File: src/rtl/instr_fetch.sv
// -----------------------------------------------------------------------------
// instr_fetch
//   Fetch stage that sits in front of the control unit (CU).
//   - Owns the program counter and fetches over a simple req/ack bus.
//   - Captures the returned word in a one-entry buffer. Moves it into the
//     instruction register (IR) when the CU asserts load_ir.
//   - Decodes the IR fields. opcode/f3/f7 go to the CU. rd/rs1/rs2/imm go
//     to the datapath.
//   - Raises stall while the CU wants the IR but the bus has not delivered.
//
// Parameters
//   XLEN      datapath / PC width (>= 32)
//   RESET_PC  PC value after reset
//   TIMEOUT   cycles spent waiting in REQ before fetch_err is raised
//
// Ports
//   clk, rst                 rising-edge clock, async active-low reset
//   en_iaddr                 CU: start an instruction fetch
//   load_ir                  CU: latch the fetched instruction into IR now
//   en_pc_counter            CU: execute stage, PC may advance
//   pc_src_alu               CU: next PC is the ALU result (jal/jalr)
//   branch_taken             datapath: branch condition is true
//   alu_result               datapath: jump target
//   ibus_req/ibus_addr       bus request and address (address = pc)
//   ibus_ack/ibus_rdata      bus response, rdata valid while ack is high
//   stall                    CU: hold the current state
//   pc, next_pc              current PC and pc+4 (link value)
//   opcode,f3,f7,rd,rs1,rs2  raw IR fields
//   imm                      sign-extended immediate selected by opcode
//   fetch_err                sticky: bus timeout or misaligned PC target
// -----------------------------------------------------------------------------
module instr_fetch #(
    parameter int              XLEN     = 32,
    parameter logic [XLEN-1:0] RESET_PC = '0,
    parameter int              TIMEOUT  = 255
) (
    input  logic            clk,
    input  logic            rst,
    input  logic            en_iaddr,
    input  logic            load_ir,
    input  logic            en_pc_counter,
    input  logic            pc_src_alu,
    input  logic            branch_taken,
    input  logic [XLEN-1:0] alu_result,
    output logic            ibus_req,
    output logic [XLEN-1:0] ibus_addr,
    input  logic            ibus_ack,
    input  logic [31:0]     ibus_rdata,
    output logic            stall,
    output logic [XLEN-1:0] pc,
    output logic [XLEN-1:0] next_pc,
    output logic [6:0]      opcode,
    output logic [2:0]      f3,
    output logic [6:0]      f7,
    output logic [4:0]      rd,
    output logic [4:0]      rs1,
    output logic [4:0]      rs2,
    output logic [XLEN-1:0] imm,
    output logic            fetch_err
);

    localparam int          CW  = $clog2(TIMEOUT + 1);
    localparam logic [31:0] NOP = 32'h0000_0013;   // addi x0,x0,0

    // RV32 base opcodes used by the immediate decoder
    localparam logic [6:0] OP_LOAD   = 7'b0000011;
    localparam logic [6:0] OP_ALUI   = 7'b0010011;
    localparam logic [6:0] OP_AUIPC  = 7'b0010111;
    localparam logic [6:0] OP_STORE  = 7'b0100011;
    localparam logic [6:0] OP_LUI    = 7'b0110111;
    localparam logic [6:0] OP_BRANCH = 7'b1100011;
    localparam logic [6:0] OP_JALR   = 7'b1100111;
    localparam logic [6:0] OP_JAL    = 7'b1101111;

    typedef enum logic [1:0] {
        S_IDLE,
        S_REQ,
        S_HOLD
    } state_t;

    state_t          state_q, state_d;
    logic [XLEN-1:0] pc_q,    pc_d;
    logic [31:0]     ir_q,    ir_d;
    logic [31:0]     buf_q,   buf_d;
    logic [CW-1:0]   cnt_q,   cnt_d;
    logic            err_q,   err_d;

    logic [CW-1:0]   cnt_inc;
    logic            stall_c;
    logic            req_ack;
    logic signed [31:0] imm32;

    // Bit 0 of a jump target is always discarded.
    logic unused_alu_lsb;
    assign unused_alu_lsb = alu_result[0];

    // ------------------------------------------------------------------
    // State registers
    // ------------------------------------------------------------------
    always_ff @(posedge clk or negedge rst) begin
        if (!rst) begin
            state_q <= S_IDLE;
            pc_q    <= RESET_PC;
            ir_q    <= NOP;
            buf_q   <= '0;
            cnt_q   <= '0;
            err_q   <= 1'b0;
        end else begin
            state_q <= state_d;
            pc_q    <= pc_d;
            ir_q    <= ir_d;
            buf_q   <= buf_d;
            cnt_q   <= cnt_d;
            err_q   <= err_d;
        end
    end

    // ------------------------------------------------------------------
    // Fetch FSM, IR/buffer, timeout counter, PC update
    // ------------------------------------------------------------------
    assign req_ack = (state_q == S_REQ) && ibus_ack;

    // The CU can only proceed with load_ir when a word is available, either
    // buffered (HOLD) or arriving this very cycle (bypass).
    assign stall_c = load_ir && !((state_q == S_HOLD) || req_ack);

    // The wait counter saturates, so fetch_err cannot be missed on wrap.
    assign cnt_inc = (cnt_q == CW'(TIMEOUT)) ? cnt_q : cnt_q + CW'(1);

    always_comb begin
        state_d = state_q;
        pc_d    = pc_q;
        ir_d    = ir_q;
        buf_d   = buf_q;
        cnt_d   = cnt_q;
        err_d   = err_q;

        case (state_q)
            S_IDLE: begin
                // load_ir with nothing fetched also kicks off a fetch.
                if (en_iaddr || load_ir) begin
                    state_d = S_REQ;
                end
            end
            S_REQ: begin
                if (ibus_ack) begin
                    buf_d = ibus_rdata;
                    cnt_d = '0;
                    if (load_ir) begin
                        ir_d    = ibus_rdata;   // zero-cycle bypass
                        state_d = S_IDLE;
                    end else begin
                        state_d = S_HOLD;
                    end
                end else begin
                    cnt_d = cnt_inc;
                    if (cnt_inc == CW'(TIMEOUT)) begin
                        err_d = 1'b1;
                    end
                end
            end
            S_HOLD: begin
                if (load_ir) begin
                    ir_d    = buf_q;
                    state_d = S_IDLE;
                end
            end
            default: begin
                state_d = S_IDLE;
            end
        endcase

        // PC advance. The address still updates on a misaligned target,
        // and the error is flagged.
        if (en_pc_counter && !stall_c) begin
            if (pc_src_alu) begin
                pc_d = {alu_result[XLEN-1:1], 1'b0};
            end else if (branch_taken) begin
                pc_d = pc_q + imm;
            end else begin
                pc_d = pc_q + XLEN'(4);
            end
            if (pc_d[1]) begin
                err_d = 1'b1;
            end
        end
    end

    // ------------------------------------------------------------------
    // Immediate decode (32-bit form, then sign-extended to XLEN)
    // ------------------------------------------------------------------
    always_comb begin
        imm32 = '0;
        case (ir_q[6:0])
            OP_LOAD, OP_ALUI, OP_JALR:
                imm32 = {{20{ir_q[31]}}, ir_q[31:20]};
            OP_STORE:
                imm32 = {{20{ir_q[31]}}, ir_q[31:25], ir_q[11:7]};
            OP_BRANCH:
                imm32 = {{19{ir_q[31]}}, ir_q[31], ir_q[7], ir_q[30:25],
                         ir_q[11:8], 1'b0};
            OP_LUI, OP_AUIPC:
                imm32 = {ir_q[31:12], 12'b0};
            OP_JAL:
                imm32 = {{11{ir_q[31]}}, ir_q[31], ir_q[19:12], ir_q[20],
                         ir_q[30:21], 1'b0};
            default:
                imm32 = '0;   // R-type ALU and unknown opcodes
        endcase
    end

    // ------------------------------------------------------------------
    // Outputs
    // ------------------------------------------------------------------
    assign imm       = XLEN'(imm32);
    assign ibus_req  = (state_q == S_REQ);   // drops at once on async reset
    assign ibus_addr = pc_q;
    assign stall     = stall_c;
    assign pc        = pc_q;
    assign next_pc   = pc_q + XLEN'(4);
    assign fetch_err = err_q;

    assign opcode = ir_q[6:0];
    assign f3     = ir_q[14:12];
    assign f7     = ir_q[31:25];
    assign rd     = ir_q[11:7];
    assign rs1    = ir_q[19:15];
    assign rs2    = ir_q[24:20];

endmodule

File: config.mk
export PLATFORM = sky130hd
export DESIGN_NAME = instr_fetch
export DESIGN_NICKNAME = d
export VERILOG_FILES = /design/src/rtl/instr_fetch.sv
export SDC_FILE = /design/constraint.sdc
export NUM_CORES = 1
export LEC_CHECK = 0
export ABC_CLOCK_PERIOD_IN_PS = 3600
export BUFFER_PORTS_ARGS = -buffer_cell sky130_fd_sc_hd__buf_4
export CAP_MARGIN = 20
export CORE_MARGIN = 2
export CORE_UTILIZATION = 37
export DETAILED_ROUTE_END_ITERATION = 8
export GPL_ROUTABILITY_DRIVEN = 0
export PLACE_DENSITY = 0.75
export SLEW_MARGIN = 20
export SYNTH_ARGS = -nofsm -noshare
export SYNTH_HDL_FRONTEND = slang
export SYNTH_SLANG_ARGS = --single-unit
File: constraint.sdc
create_clock -name clk -period 3.6 [get_ports clk]
set_input_delay 0.36 -clock clk [delete_from_list [all_inputs] [get_ports clk]]
set_output_delay 0.36 -clock clk [all_outputs]
set_load 0.01 [all_outputs]
==> impl_results.md <==
* Clock latency on the worst-skew pair at 380 ps
* Io pins at 235
* Slowest CP cell: or4_4
* Via total after detailed routing at 8074
* Fillers at 2041
* Total global routing overflow at 0
* Root Buffer: clkbuf_16
* Starting Density at 0.374
* Worst Setup End Kind: flip-flop
* CP arrival at 3870 ps
* Residual DRC count at 0
* Post-DP HPWL at 21100 µm
* Number of CTS-inserted buffers at 9
* Post-DP Area at 0.0102 mm²
* Slew Limit Fails at 0
* Hold Vio Cnt, Final at 0
* Fin Clk Skew at 28.0 ps
* ANT cells at 0
* Routed len/inst at 19.2 µm
* Reg clk slew, reported paths at 90 ps
* Max incr delay on CP at 470 ps
* DR vias/cell at 5.58
* Pre-Repair DR Iteration Count at 5
* Multi-input logic area at 0.00515 mm²
* Ys flop type: dfrtp_1
* Final Cell Area at 0.0108 mm²
* Type of the most critical hold path: input port to asynchronous set/reset pin
* Largest net degree at the start of global routing at 65
* First-pass GRT wire length at 42800 µm
* Layout cells sized above 1 at 0.353
* WHS at 52.7 ps
* Required time of the critical path at 3880 ps
* Buffers and inverters on the worst path at 3
* H-tree levels at 3
* FMAX at 278 MHz
* Number of buffers added on ports at 233
* GRT Util Overall at 0.232
* Critical path cell sequence: buf_6 -> nor3_4 -> a31oi_2 -> nor3_2 -> nand2_1 -> o21ai_2 -> ha_2 -> inv_2 -> fa_2 -> nand2b_4 -> a21oi_4 -> o311ai_4 -> a211oi_2 -> or3_4 -> a2111oi_4 -> buf_4 -> or4_4 -> o211ai_2
* Synth cell types at 73
* Min Tclk post-route at 3590 ps
* LEAKAGE at 0.00517 µW
* Seq cells post-synth at 107
* Final core utilization at 0.501
* Finished Layout Cells at 1447
* Post-Route WL at 27800 µm
* Die area at 0.0230 mm²
* Die width at 152 µm
* Final net count at 1268
* Iter 0 DRT Violations at 511
* Core ar. at 0.0216 mm²
* Row cnt at 54
* Worst slew pin tran at 843 ps
* Number of global-route vias before repair at 7651
* P&R area growth vs syn at 33.9%
* Syn Std Cell Area at 0.00808 mm²
* RSZ-0062 raised after global routing: true
* Async SR Flop Fraction at 1.00
* Clk sink count at 107
* Critical path startpoint category: flip-flop
* Power, Total at 6600 µW
* Worst VDD drop at 0.400 mV
* Clk buf depth at 2
* Post-Syn Nets at 1039
* Cells after Synth at 933
* Maximum fanout along the worst path at 3
* Register area share after synthesis at 0.332
* Post-route ant nets at 0
* Crit share post-route at 0.998
* Syn Area/Cell at 8.66 µm²
* EDFF count, synth at 0
* Ys Warns at 0
* CP Class: flip-flop to flip-flop
* Height of the die at 152 µm
* Reg area at 0.00268 mm²
* Cell Pwr Density at 610 mW/mm²
* Slew HR at 0.438
* Critical path's top delay family: simple AND/OR/NAND/NOR gates
* Initial antenna violation count at 0
* TritonCTS clock tree: built
* Placed Cells at 1419
* Final setup viols at 0
* Outcome: complete, no violations
* MaxCap Viol Count at 0
-- state kept, by name, indices dropped and copies added, names as in the netlist --
| name | count |
|---|---|
| state_q | 2 |
| ibus_addr | 32 |
| buf_q | 32 |
| cnt_q | 8 |
| ir_q | 32 |
| fetch_err | 1 |
-- logic make-up after synthesis --
logic type,after synthesis,synth area share
simple gates,310,0.188
compound gates,260,0.212
flops,107,0.332
buf+inv,96,0.0624
mux,74,0.0969
xor+xnor,52,0.0563
fa+ha+maj,34,0.0536
-- synth_stat cells, types with 3 or more instances --
cell	number	area share
buf_1	8	0.0037
mux2i_1	40	0.050
xor2_1	16	0.017
dfrtp_1	104	0.32
o21a_1	5	0.0046
o31ai_1	8	0.0074
clkbuf_1	33	0.015
o221ai_1	3	0.0033
and3_1	20	0.015
a221oi_1	3	0.0033
nand4_1	9	0.0070
inv_1	15	0.0070
xnor2_1	36	0.039
o21ai_0	71	0.044
nand3b_1	7	0.0065
buf_2	4	0.0025
o211ai_1	6	0.0056
o22ai_1	4	0.0031
nand3_1	23	0.014
a21oi_1	66	0.041
nor4_1	4	0.0031
nor3_1	21	0.013
nand2_1	112	0.052
o2111ai_1	3	0.0033
a22o_1	3	0.0033
and4_1	8	0.0087
ha_1	33	0.051
and2_1	15	0.012
a31oi_1	7	0.0054
a21o_1	39	0.036
mux2_2	34	0.047
a211oi_1	11	0.010
buf_4	34	0.032
dfstp_2	3	0.0098
a22oi_1	3	0.0028
nor2_1	54	0.025
nor2b_1	10	0.0077
nand2b_1	15	0.012
-- layer usage --
layer	global-route usage	wire length, µm	vias to the layer above
met5	0	0	-
met2	0.356	12700	345
met1	0.319	12100	3867
li1	-	-	3808
met4	0.0975	966	0
met3	0.0473	2010	54
-- power by group --
part | total (µW) | switching, µW | internal [µW]
logic | 3240 | 1630 | 1610
clock network | 1070 | 562 | 504
registers | 2300 | 668 | 1630
total | 6600 | 2860 | 3740
-- worst paths after layout --
check,startpoint,endpoint,slack (ps),cells after the start
max in group asynchronous,rst,ir_q[28]$_DFFE_PN0P_,2740,2
worst min register to register,fetch_err$_DFF_PN0_,fetch_err$_DFF_PN0_,480,2
worst max-delay path,ir_q[5]$_DFFE_PN0P_,ibus_addr[24]$_DFFE_PN0P_,7,18
min in group clk,load_ir,state_q[1]$_DFFE_PN0P_,190,2
worst max register to register,ir_q[5]$_DFFE_PN0P_,ibus_addr[24]$_DFFE_PN0P_,7,18
worst min-delay path,rst,fetch_err$_DFF_PN0_,50,1
-- timing repair --
action,in CTS,in global routing
hold buffers,0,0
pin swaps,11,17
resized for setup,19,38
setup buffers,5,8
hold endpoints to repair,0,0
endpoints found under the setup margin,6,16
-- area by class of cell --
type                            count  area share
Clock buffer                        9      0.0208
Inverter                           16     0.00555
Clock inverter                      7     0.00844
Multi-Input combinational cell    730       0.476
Sequential cell                   107       0.248
Timing Repair Buffer              298       0.209
Tap cell                          280      0.0324
-- through the flow --
step           TNS [ps]  setup slack (ps)
6_report              0              7.10
2_1_floorplan     -56.9             -56.9
3_3_place_gp      -42.5             -24.4
4_1_cts           -34.9             -34.9
3_5_place_dp       -216              -104
5_1_grt            -537              -177
-- cells in the final DEF (no fill, tap or decap), types with 6 or more instances in the layout --
master / netlist / final
buf_4: 34 / 294
nand2_1: 112 / 111
dfrtp_1: 104 / 103
o21ai_0: 71 / 64
a21oi_1: 66 / 59
nor2_1: 54 / 50
mux2i_1: 40 / 40
a21o_1: 39 / 37
xnor2_1: 36 / 36
mux2_2: 34 / 34
ha_1: 33 / 29
nand3_1: 23 / 23
and3_1: 20 / 20
nor3_1: 21 / 18
xor2_1: 16 / 16
inv_1: 15 / 14
and2_1: 15 / 14
nand2b_1: 15 / 14
nand4_1: 9 / 9
clkbuf_16: 0 / 9
nor2b_1: 10 / 8
and4_1: 8 / 8
o31ai_1: 8 / 8
a211oi_1: 11 / 8
nand3b_1: 7 / 7
a21oi_2: 0 / 6
o21ai_1: 2 / 6
o211ai_1: 6 / 6
Power figures use the tool's default switching activity.
